===== src/rtl/framebuffer_pkg.sv =====
// Shared constants and types for the SDRAM frame-buffer read path.
// Frames are stored as whole SDRAM rows of 1024 words each.
package framebuffer_pkg;

    localparam int PIXELS_PER_FRAME       = 307200;
    localparam int COLS_PER_ROW           = 1024;
    localparam int DEFAULT_NUM_FRAME      = 16;
    localparam int DEFAULT_ROWS_PER_FRAME = 300;

    localparam int ADDR_W = 25;
    localparam int ROW_W  = 15;
    localparam int COL_W  = 10;
    localparam int DATA_W = 10;

    typedef enum logic [1:0] {
        IDLE,
        READ,
        DRAIN
    } reader_state_t;

endpackage


===== src/rtl/frame_reader_if.sv =====
// SDRAM read-request bus plus the outgoing pixel stream of the frame reader.
// The master side is the reader; the slave side is controller plus display.
interface frame_reader_if;
    import framebuffer_pkg::*;

    logic              read;
    logic [ADDR_W-1:0] address;
    logic              keepOpen;
    logic              busy;
    logic              readValid;
    logic [DATA_W-1:0] readData;

    logic [DATA_W-1:0] pixelData;
    logic              pixelValid;
    logic              pixelReady;
    logic              pixelLast;

    modport master (
        output read, address, keepOpen, pixelData, pixelValid, pixelLast,
        input  busy, readValid, readData, pixelReady
    );

    modport slave (
        input  read, address, keepOpen, pixelData, pixelValid, pixelLast,
        output busy, readValid, readData, pixelReady
    );

endinterface


===== src/rtl/pixel_fifo.sv =====
// Synchronous first-word-fall-through FIFO; the head is visible the cycle after
// it is written. count feeds the reader's credit check.
module pixel_fifo #(
    parameter  int WIDTH = 10,
    parameter  int DEPTH = 16,
    localparam int AW    = $clog2(DEPTH),
    localparam int CW    = $clog2(DEPTH + 1)
) (
    input  logic             clk,
    input  logic             srst,
    input  logic             push,
    input  logic [WIDTH-1:0] din,
    input  logic             pop,
    output logic [WIDTH-1:0] dout,
    output logic             valid,
    output logic [CW-1:0]    count
);

    logic [WIDTH-1:0] mem [DEPTH];
    logic [AW-1:0]    wr_ptr_reg;
    logic [AW-1:0]    rd_ptr_reg;
    logic [CW-1:0]    count_reg;
    logic             do_push;
    logic             do_pop;

    assign do_pop  = pop && (count_reg != '0);
    // A push into a full FIFO is fine as long as the head leaves in the same cycle.
    assign do_push = push && ((count_reg != CW'(DEPTH)) || do_pop);

    always_ff @(posedge clk) begin
        if (do_push) begin
            mem[wr_ptr_reg] <= din;
        end
    end

    always_ff @(posedge clk) begin
        if (srst) begin
            wr_ptr_reg <= '0;
            rd_ptr_reg <= '0;
            count_reg  <= '0;
        end else begin
            if (do_push) begin
                wr_ptr_reg <= (wr_ptr_reg == AW'(DEPTH - 1)) ? '0 : wr_ptr_reg + AW'(1);
            end
            if (do_pop) begin
                rd_ptr_reg <= (rd_ptr_reg == AW'(DEPTH - 1)) ? '0 : rd_ptr_reg + AW'(1);
            end
            case ({do_push, do_pop})
                2'b10:   count_reg <= count_reg + CW'(1);
                2'b01:   count_reg <= count_reg - CW'(1);
                default: count_reg <= count_reg;
            endcase
        end
    end

    assign valid = (count_reg != '0);
    assign dout  = valid ? mem[rd_ptr_reg] : '0;
    assign count = count_reg;

endmodule


===== src/rtl/frame_reader.sv =====
// Plays back the most recently completed frame of the SDRAM ring as a pixel
// stream, issuing credit-limited single-word reads in row/column order.
module frame_reader
    import framebuffer_pkg::*;
#(
    parameter int NUM_FRAME      = DEFAULT_NUM_FRAME,
    parameter int ROWS_PER_FRAME = DEFAULT_ROWS_PER_FRAME,
    parameter int FIFO_DEPTH     = 16
) (
    input  logic              ram_clk,
    input  logic              reset,
    input  logic              start,
    input  logic [ROW_W-1:0]  lastframe,
    output logic              active,
    output logic              done,
    frame_reader_if.master    bus
);

    // With the default geometry PIXELS equals PIXELS_PER_FRAME.
    localparam int PIXELS = ROWS_PER_FRAME * COLS_PER_ROW;
    localparam int PIX_W  = $clog2(PIXELS);
    localparam int CW     = $clog2(FIFO_DEPTH + 1);

    localparam logic [PIX_W-1:0] LAST_PIX  = PIX_W'(PIXELS - 1);
    localparam logic [8:0]       LAST_ROW  = 9'(ROWS_PER_FRAME - 1);
    localparam logic [COL_W-1:0] LAST_COL  = COL_W'(COLS_PER_ROW - 1);
    localparam logic [ROW_W-1:0] FRAME_ROWS = ROW_W'(ROWS_PER_FRAME);
    localparam logic [ROW_W-1:0] BASE_WRAP = ROW_W'((NUM_FRAME - 1) * ROWS_PER_FRAME);

    reader_state_t     state_reg, state_next;
    logic [ROW_W-1:0]  base_reg, base_next;
    logic [8:0]        row_reg, row_next;
    logic [COL_W-1:0]  col_reg, col_next;
    logic [CW-1:0]     outstanding_reg, outstanding_next;
    logic [PIX_W-1:0]  pix_cnt_reg, pix_cnt_next;
    logic [ADDR_W-1:0] address_reg, address_next;
    logic              keep_open_reg, keep_open_next;
    logic              done_reg, done_next;

    logic [DATA_W-1:0] fifo_data;
    logic              fifo_valid;
    logic [CW-1:0]     fifo_count;
    logic              credit_ok;
    logic              accept;
    logic              ret_ok;
    logic              pix_hs;

    // Words in flight plus words buffered may never exceed the FIFO depth.
    assign credit_ok = ({1'b0, outstanding_reg} + {1'b0, fifo_count}) < (CW + 1)'(FIFO_DEPTH);
    assign bus.read  = (state_reg == READ) && credit_ok;
    assign accept    = bus.read && !bus.busy;
    assign ret_ok    = bus.readValid && (outstanding_reg != '0);
    assign pix_hs    = fifo_valid && bus.pixelReady;

    pixel_fifo #(
        .WIDTH (DATA_W),
        .DEPTH (FIFO_DEPTH)
    ) u_fifo (
        .clk   (ram_clk),
        .srst  (reset),
        .push  (ret_ok),
        .din   (bus.readData),
        .pop   (bus.pixelReady),
        .dout  (fifo_data),
        .valid (fifo_valid),
        .count (fifo_count)
    );

    always_comb begin
        state_next       = state_reg;
        base_next        = base_reg;
        row_next         = row_reg;
        col_next         = col_reg;
        outstanding_next = outstanding_reg;
        pix_cnt_next     = pix_cnt_reg;
        address_next     = address_reg;
        keep_open_next   = keep_open_reg;
        done_next        = 1'b0;

        case ({accept, ret_ok})
            2'b10:   outstanding_next = outstanding_reg + CW'(1);
            2'b01:   outstanding_next = outstanding_reg - CW'(1);
            default: outstanding_next = outstanding_reg;
        endcase
        if (pix_hs) begin
            pix_cnt_next = pix_cnt_reg + PIX_W'(1);
        end

        case (state_reg)
            IDLE: begin
                if (start) begin
                    state_next       = READ;
                    base_next        = (lastframe == '0) ? BASE_WRAP : lastframe - FRAME_ROWS;
                    row_next         = '0;
                    col_next         = '0;
                    outstanding_next = '0;
                    pix_cnt_next     = '0;
                    address_next     = {base_next, {COL_W{1'b0}}};
                    keep_open_next   = 1'b1;
                end
            end
            READ: begin
                if (accept) begin
                    col_next = col_reg + COL_W'(1);
                    if (col_reg == LAST_COL) begin
                        row_next = row_reg + 9'd1;
                        if (row_reg == LAST_ROW) begin
                            state_next = DRAIN;
                        end
                    end
                    // The last issued address stays on the bus once reads stop.
                    if (state_next == READ) begin
                        address_next   = {base_reg + ROW_W'(row_next), col_next};
                        keep_open_next = (col_next != LAST_COL);
                    end else begin
                        keep_open_next = 1'b0;
                    end
                end
            end
            DRAIN: begin
                if (pix_hs && (pix_cnt_reg == LAST_PIX)) begin
                    state_next = IDLE;
                    done_next  = 1'b1;
                end
            end
            default: state_next = IDLE;
        endcase
    end

    always_ff @(posedge ram_clk) begin
        if (reset) begin
            state_reg       <= IDLE;
            base_reg        <= '0;
            row_reg         <= '0;
            col_reg         <= '0;
            outstanding_reg <= '0;
            pix_cnt_reg     <= '0;
            address_reg     <= '0;
            keep_open_reg   <= 1'b0;
            done_reg        <= 1'b0;
        end else begin
            state_reg       <= state_next;
            base_reg        <= base_next;
            row_reg         <= row_next;
            col_reg         <= col_next;
            outstanding_reg <= outstanding_next;
            pix_cnt_reg     <= pix_cnt_next;
            address_reg     <= address_next;
            keep_open_reg   <= keep_open_next;
            done_reg        <= done_next;
        end
    end

    assign bus.address    = address_reg;
    assign bus.keepOpen   = keep_open_reg;
    assign bus.pixelData  = fifo_data;
    assign bus.pixelValid = fifo_valid;
    assign bus.pixelLast  = fifo_valid && (pix_cnt_reg == LAST_PIX);
    assign active         = (state_reg != IDLE);
    assign done           = done_reg;

endmodule


===== src/flat_wrapper.sv =====
// flat-port wrapper written by rule: the top's interface ports become plain ports
module frame_reader_flat import framebuffer_pkg::*;
#(
    parameter int NUM_FRAME      = DEFAULT_NUM_FRAME,
    parameter int ROWS_PER_FRAME = DEFAULT_ROWS_PER_FRAME,
    parameter int FIFO_DEPTH     = 16
)
  (ram_clk, reset, start, lastframe, active, done, bus_read, bus_address, bus_keepOpen, bus_pixelData, bus_pixelValid, bus_pixelLast, bus_busy, bus_readValid, bus_readData, bus_pixelReady);
  frame_reader_if bus_i ();
  input  logic ram_clk;
  input  logic reset;
  input  logic start;
  input  logic [ROW_W-1:0] lastframe;
  output logic active;
  output logic done;
  output wire logic [$bits(bus_i.read)-1:0] bus_read;
  output wire logic [$bits(bus_i.address)-1:0] bus_address;
  output wire logic [$bits(bus_i.keepOpen)-1:0] bus_keepOpen;
  output wire logic [$bits(bus_i.pixelData)-1:0] bus_pixelData;
  output wire logic [$bits(bus_i.pixelValid)-1:0] bus_pixelValid;
  output wire logic [$bits(bus_i.pixelLast)-1:0] bus_pixelLast;
  input wire logic [$bits(bus_i.busy)-1:0] bus_busy;
  input wire logic [$bits(bus_i.readValid)-1:0] bus_readValid;
  input wire logic [$bits(bus_i.readData)-1:0] bus_readData;
  input wire logic [$bits(bus_i.pixelReady)-1:0] bus_pixelReady;
  assign bus_read = bus_i.read;
  assign bus_address = bus_i.address;
  assign bus_keepOpen = bus_i.keepOpen;
  assign bus_pixelData = bus_i.pixelData;
  assign bus_pixelValid = bus_i.pixelValid;
  assign bus_pixelLast = bus_i.pixelLast;
  assign bus_i.busy = bus_busy;
  assign bus_i.readValid = bus_readValid;
  assign bus_i.readData = bus_readData;
  assign bus_i.pixelReady = bus_pixelReady;
  frame_reader #(.NUM_FRAME(NUM_FRAME), .ROWS_PER_FRAME(ROWS_PER_FRAME), .FIFO_DEPTH(FIFO_DEPTH)) u_core (.ram_clk(ram_clk), .reset(reset), .start(start), .lastframe(lastframe), .active(active), .done(done), .bus(bus_i));
endmodule

===== config.mk =====
export PLATFORM = sky130hd
export DESIGN_NAME = frame_reader_flat
export DESIGN_NICKNAME = d
export VERILOG_FILES = /design/src/rtl/framebuffer_pkg.sv /design/src/rtl/frame_reader_if.sv /design/src/rtl/pixel_fifo.sv /design/src/rtl/frame_reader.sv /design/src/flat_wrapper.sv
export SDC_FILE = /design/constraint.sdc
export NUM_CORES = 1
export LEC_CHECK = 0
export ABC_AREA = 1
export CAP_MARGIN = 20
export CORE_UTILIZATION = 60
export CTS_BUF_LIST = sky130_fd_sc_hd__clkbuf_4 sky130_fd_sc_hd__clkbuf_8 sky130_fd_sc_hd__clkbuf_16
export CTS_CLUSTER_SIZE = 12
export DETAILED_ROUTE_END_ITERATION = 8
export MAX_ROUTING_LAYER = met4
export PLACE_DENSITY = 0.92
export SYNTH_ARGS = -nofsm -noshare
export SYNTH_HDL_FRONTEND = slang
export SYNTH_SLANG_ARGS = --single-unit

===== constraint.sdc =====
create_clock -name ram_clk -period 3.4 [get_ports ram_clk]
set_clock_uncertainty 0.1 [all_clocks]
set_input_delay 0.34 -clock ram_clk [delete_from_list [all_inputs] [get_ports ram_clk]]
set_output_delay 0.34 -clock ram_clk [all_outputs]
set_load 0.05 [all_outputs]

==> impl_metrics.json <==
{
  "outcome": "finished, final reports clean",
  "setup_viol": 0,
  "final_common_cell": "nand2_1",
  "areaGrowthSynthToFinish_pct": 15.6,
  "rows": 52,
  "grt_usage": 0.314,
  "path_class": "flop to primary output",
  "synthMuxAreaShare": 0.00320,
  "syn-num-nets": 1472,
  "end_kind": "primary output",
  "synth_compound_gate_area_share": 0.120,
  "synth_area_leaders": "edfxtp_1, dfxtp_1, nand2_1",
  "dr.pass1.iters": 5,
  "synthArstFlopShare": 0,
  "dieArea_sq_mm": 0.0214,
  "synth_flop_cell": "edfxtp_1",
  "vias": 10800,
  "synth_top_family_by_area": "simple AND/OR/NAND/NOR gates",
  "wl_mm": 32.7,
  "root_buffer": "clkbuf_16",
  "wl_per_cell_um": 18.4,
  "cts.clk_slew.worst_paths_ns": 0.06,
  "gp_congestion": 0.925,
  "slew_violations": 0,
  "cts_hold_buffers": 0,
  "slowest_stage": "clkinv_1",
  "synth_fa_ha_area_frac": 0.0358,
  "start_util": 0.614,
  "final_hold_viol_count": 0,
  "use_met3": 0.0444,
  "arrival_ns": 2.74,
  "netlist_area_sq_mm": 0.0125,
  "hp-class": "input pin to flop",
  "antenna_cells": 0,
  "rsz0062_at_grt": "no",
  "synthXorXnorAreaFrac": 0.0231,
  "synth_edf_count": 160,
  "startpoint_type": "flop",
  "met2_usage": 0.526,
  "path_cells": "clkinv_1 -> buf_4 -> o21ai_0 -> o22ai_1 -> nor2_1 -> nor2_1 -> o21ai_0 -> a21oi_1 -> buf_4",
  "clock_latency_ns": 0.55,
  "io_buffer_count": 71,
  "timing.setup.tns_ns": 0,
  "clock.fmax_ghz": 0.315,
  "grt_antenna_before_repair": 0,
  "max_stage_delay_ns": 0.41,
  "path_buf_inv": 3,
  "synth-seq-area-share": 0.550,
  "peakVddDrop_mv": 0.515,
  "largest_reg_flops": 160,
  "core_area_sq_mm": 0.0204,
  "netlist.area_leader.share": 0.384,
  "cp.required_ns": 2.96,
  "htree_num_levels": 1,
  "dpl.hpwl_mm": 20.4,
  "p_per_area_mw_per_mm2": 682,
  "final_cell_mix": "nand2_1, nor2_1, edfxtp_1",
  "clock_path_buffers": 3,
  "syn_area_per_cell_sq_um": 8.89,
  "cts_num_sinks": 264,
  "yosys_warnings": 0,
  "fp.dieH_um": 146,
  "vias_per_cell": 6.09,
  "fp.dieW_um": 146,
  "yosysTopAreaCell": "edfxtp_1",
  "leakage_nw": 5.60,
  "grt_pass1_wl_mm": 52.3,
  "relSlewSlack": 0.373,
  "grt_max_degree": 81,
  "synth_cell_type_count": 38,
  "grt_pass1_vias": 10600,
  "grt_overflow": 0,
  "post-route-period-util": 0.935,
  "top_usage_layer": "met2",
  "syn_inst": 1407,
  "pin_count": 72,
  "drt_iter0_drc": 1169,
  "gr-usage-met1": 0.375,
  "cap_violations": 0,
  "post-route-drc-count": 0,
  "fin_crit_ns": 3.18,
  "cts_buffers": 27,
  "cts_tree": "yes",
  "postRouteAntennaNets": 0,
  "ys_seq_elements": 264,
  "layout.nets": 1551,
  "finalInstanceArea_sq_mm": 0.0145,
  "drive_gt1_frac": 0.0750,
  "critical-path-top-delay-family": "buffers and inverters",
  "cp_max_fo": 16,
  "synthSimpleGateAreaFrac": 0.209,
  "tightestPinTransition_ns": 0.937,
  "dpl_cell_area_sq_mm": 0.0136
}
-- kinds of logic after synthesis --
family	Yosys count
AOI/OAI and AO/OA	268
xor gates and xnor gates	33
and+or+nand+nor	621
DFF	264
adders and majority gates	34
buffers and inverters	183
muxes	4
-- worst paths after layout --
| kind | start | endpoint | slack, ns | cells past startpoint |
|---|---|---|---|---|
| setup / recovery | flop | bus_pixelData[0] | 0.22 | 9 |
| hold / removal | lastframe[0] | u_core.base_reg[0] | 0.36 | 3 |
| setup reg to reg | u_core.col_reg[0] | u_core.bus.address[18] | 0.27 | 17 |
| hold reg to reg | u_core.bus.address[13] | u_core.bus.address[13] | 0.37 | 2 |
-- final cells by class --
cell class | instances | area, sq um
sequential | 264 | 6890
fill | 1395 | 5900
multi-input combinational | 960 | 4910
timing repair buffer | 106 | 955
clock buffer | 46 | 872
inverter | 127 | 477
tap | 270 | 338
clock inverter | 3 | 30.0
-- metrics by stage --
stage | utilization | power (W) | setup WS [ns] | hold slack (ns) | cells
finish | 0.710 | 0.00986 | 0.222 | 0.359 | 1776
CTS | 0.710 | 0.00982 | 0.118 | 0.341 | 1776
detailed placement | 0.666 | 0.00684 | 0.277 | 0.358 | 1727
global placement | 0.666 | 0.00671 | 0.375 | 0.353 | 1727
global route | 0.710 | 0.0102 | 0.0316 | 0.378 | 1776
floorplan | - | 0.00591 | 0.376 | 0.335 | 1407
-- per-layer routing --
metal,vias to the layer above,share of wire
li1,4979,-
met1,5035,0.38
met2,678,0.49
met3,124,0.094
met4,0,0.040
met5,-,0
-- timing repair --
action,CTS,global route
setup endpoints to repair,0,4
setup buffers,0,0
gates resized for setup,0,5
-- tightest hold or removal path: stages --
cell and delay, ns:
clkdlybuf4s50_1 0.40, inv_1 0.10, o21ai_0 0.09
-- synth_stat cells (all sizes together), types with 6 or more instances --
cell	instances
a21oi	82
buf	6
clkbuf	50
dfxtp	104
edfxtp	160
ha	31
inv	125
nand2	275
nand3	96
nand4	24
nor2	194
nor3	18
o21ai	132
o221ai	33
o22ai	13
xnor2	10
xor2	23
-- report_power, final --
part / switching, W / leakage (nW) / internal, W / total, W
logic: 0.00215 / 2.85 / 0.000925 / 0.00308
clock network: 0.00122 / 0.461 / 0.00175 / 0.00297
registers: 0.000190 / 2.29 / 0.00363 / 0.00382
total: 0.00356 / 5.60 / 0.00631 / 0.00986
Note: power is estimated with default switching activity, not from simulation.
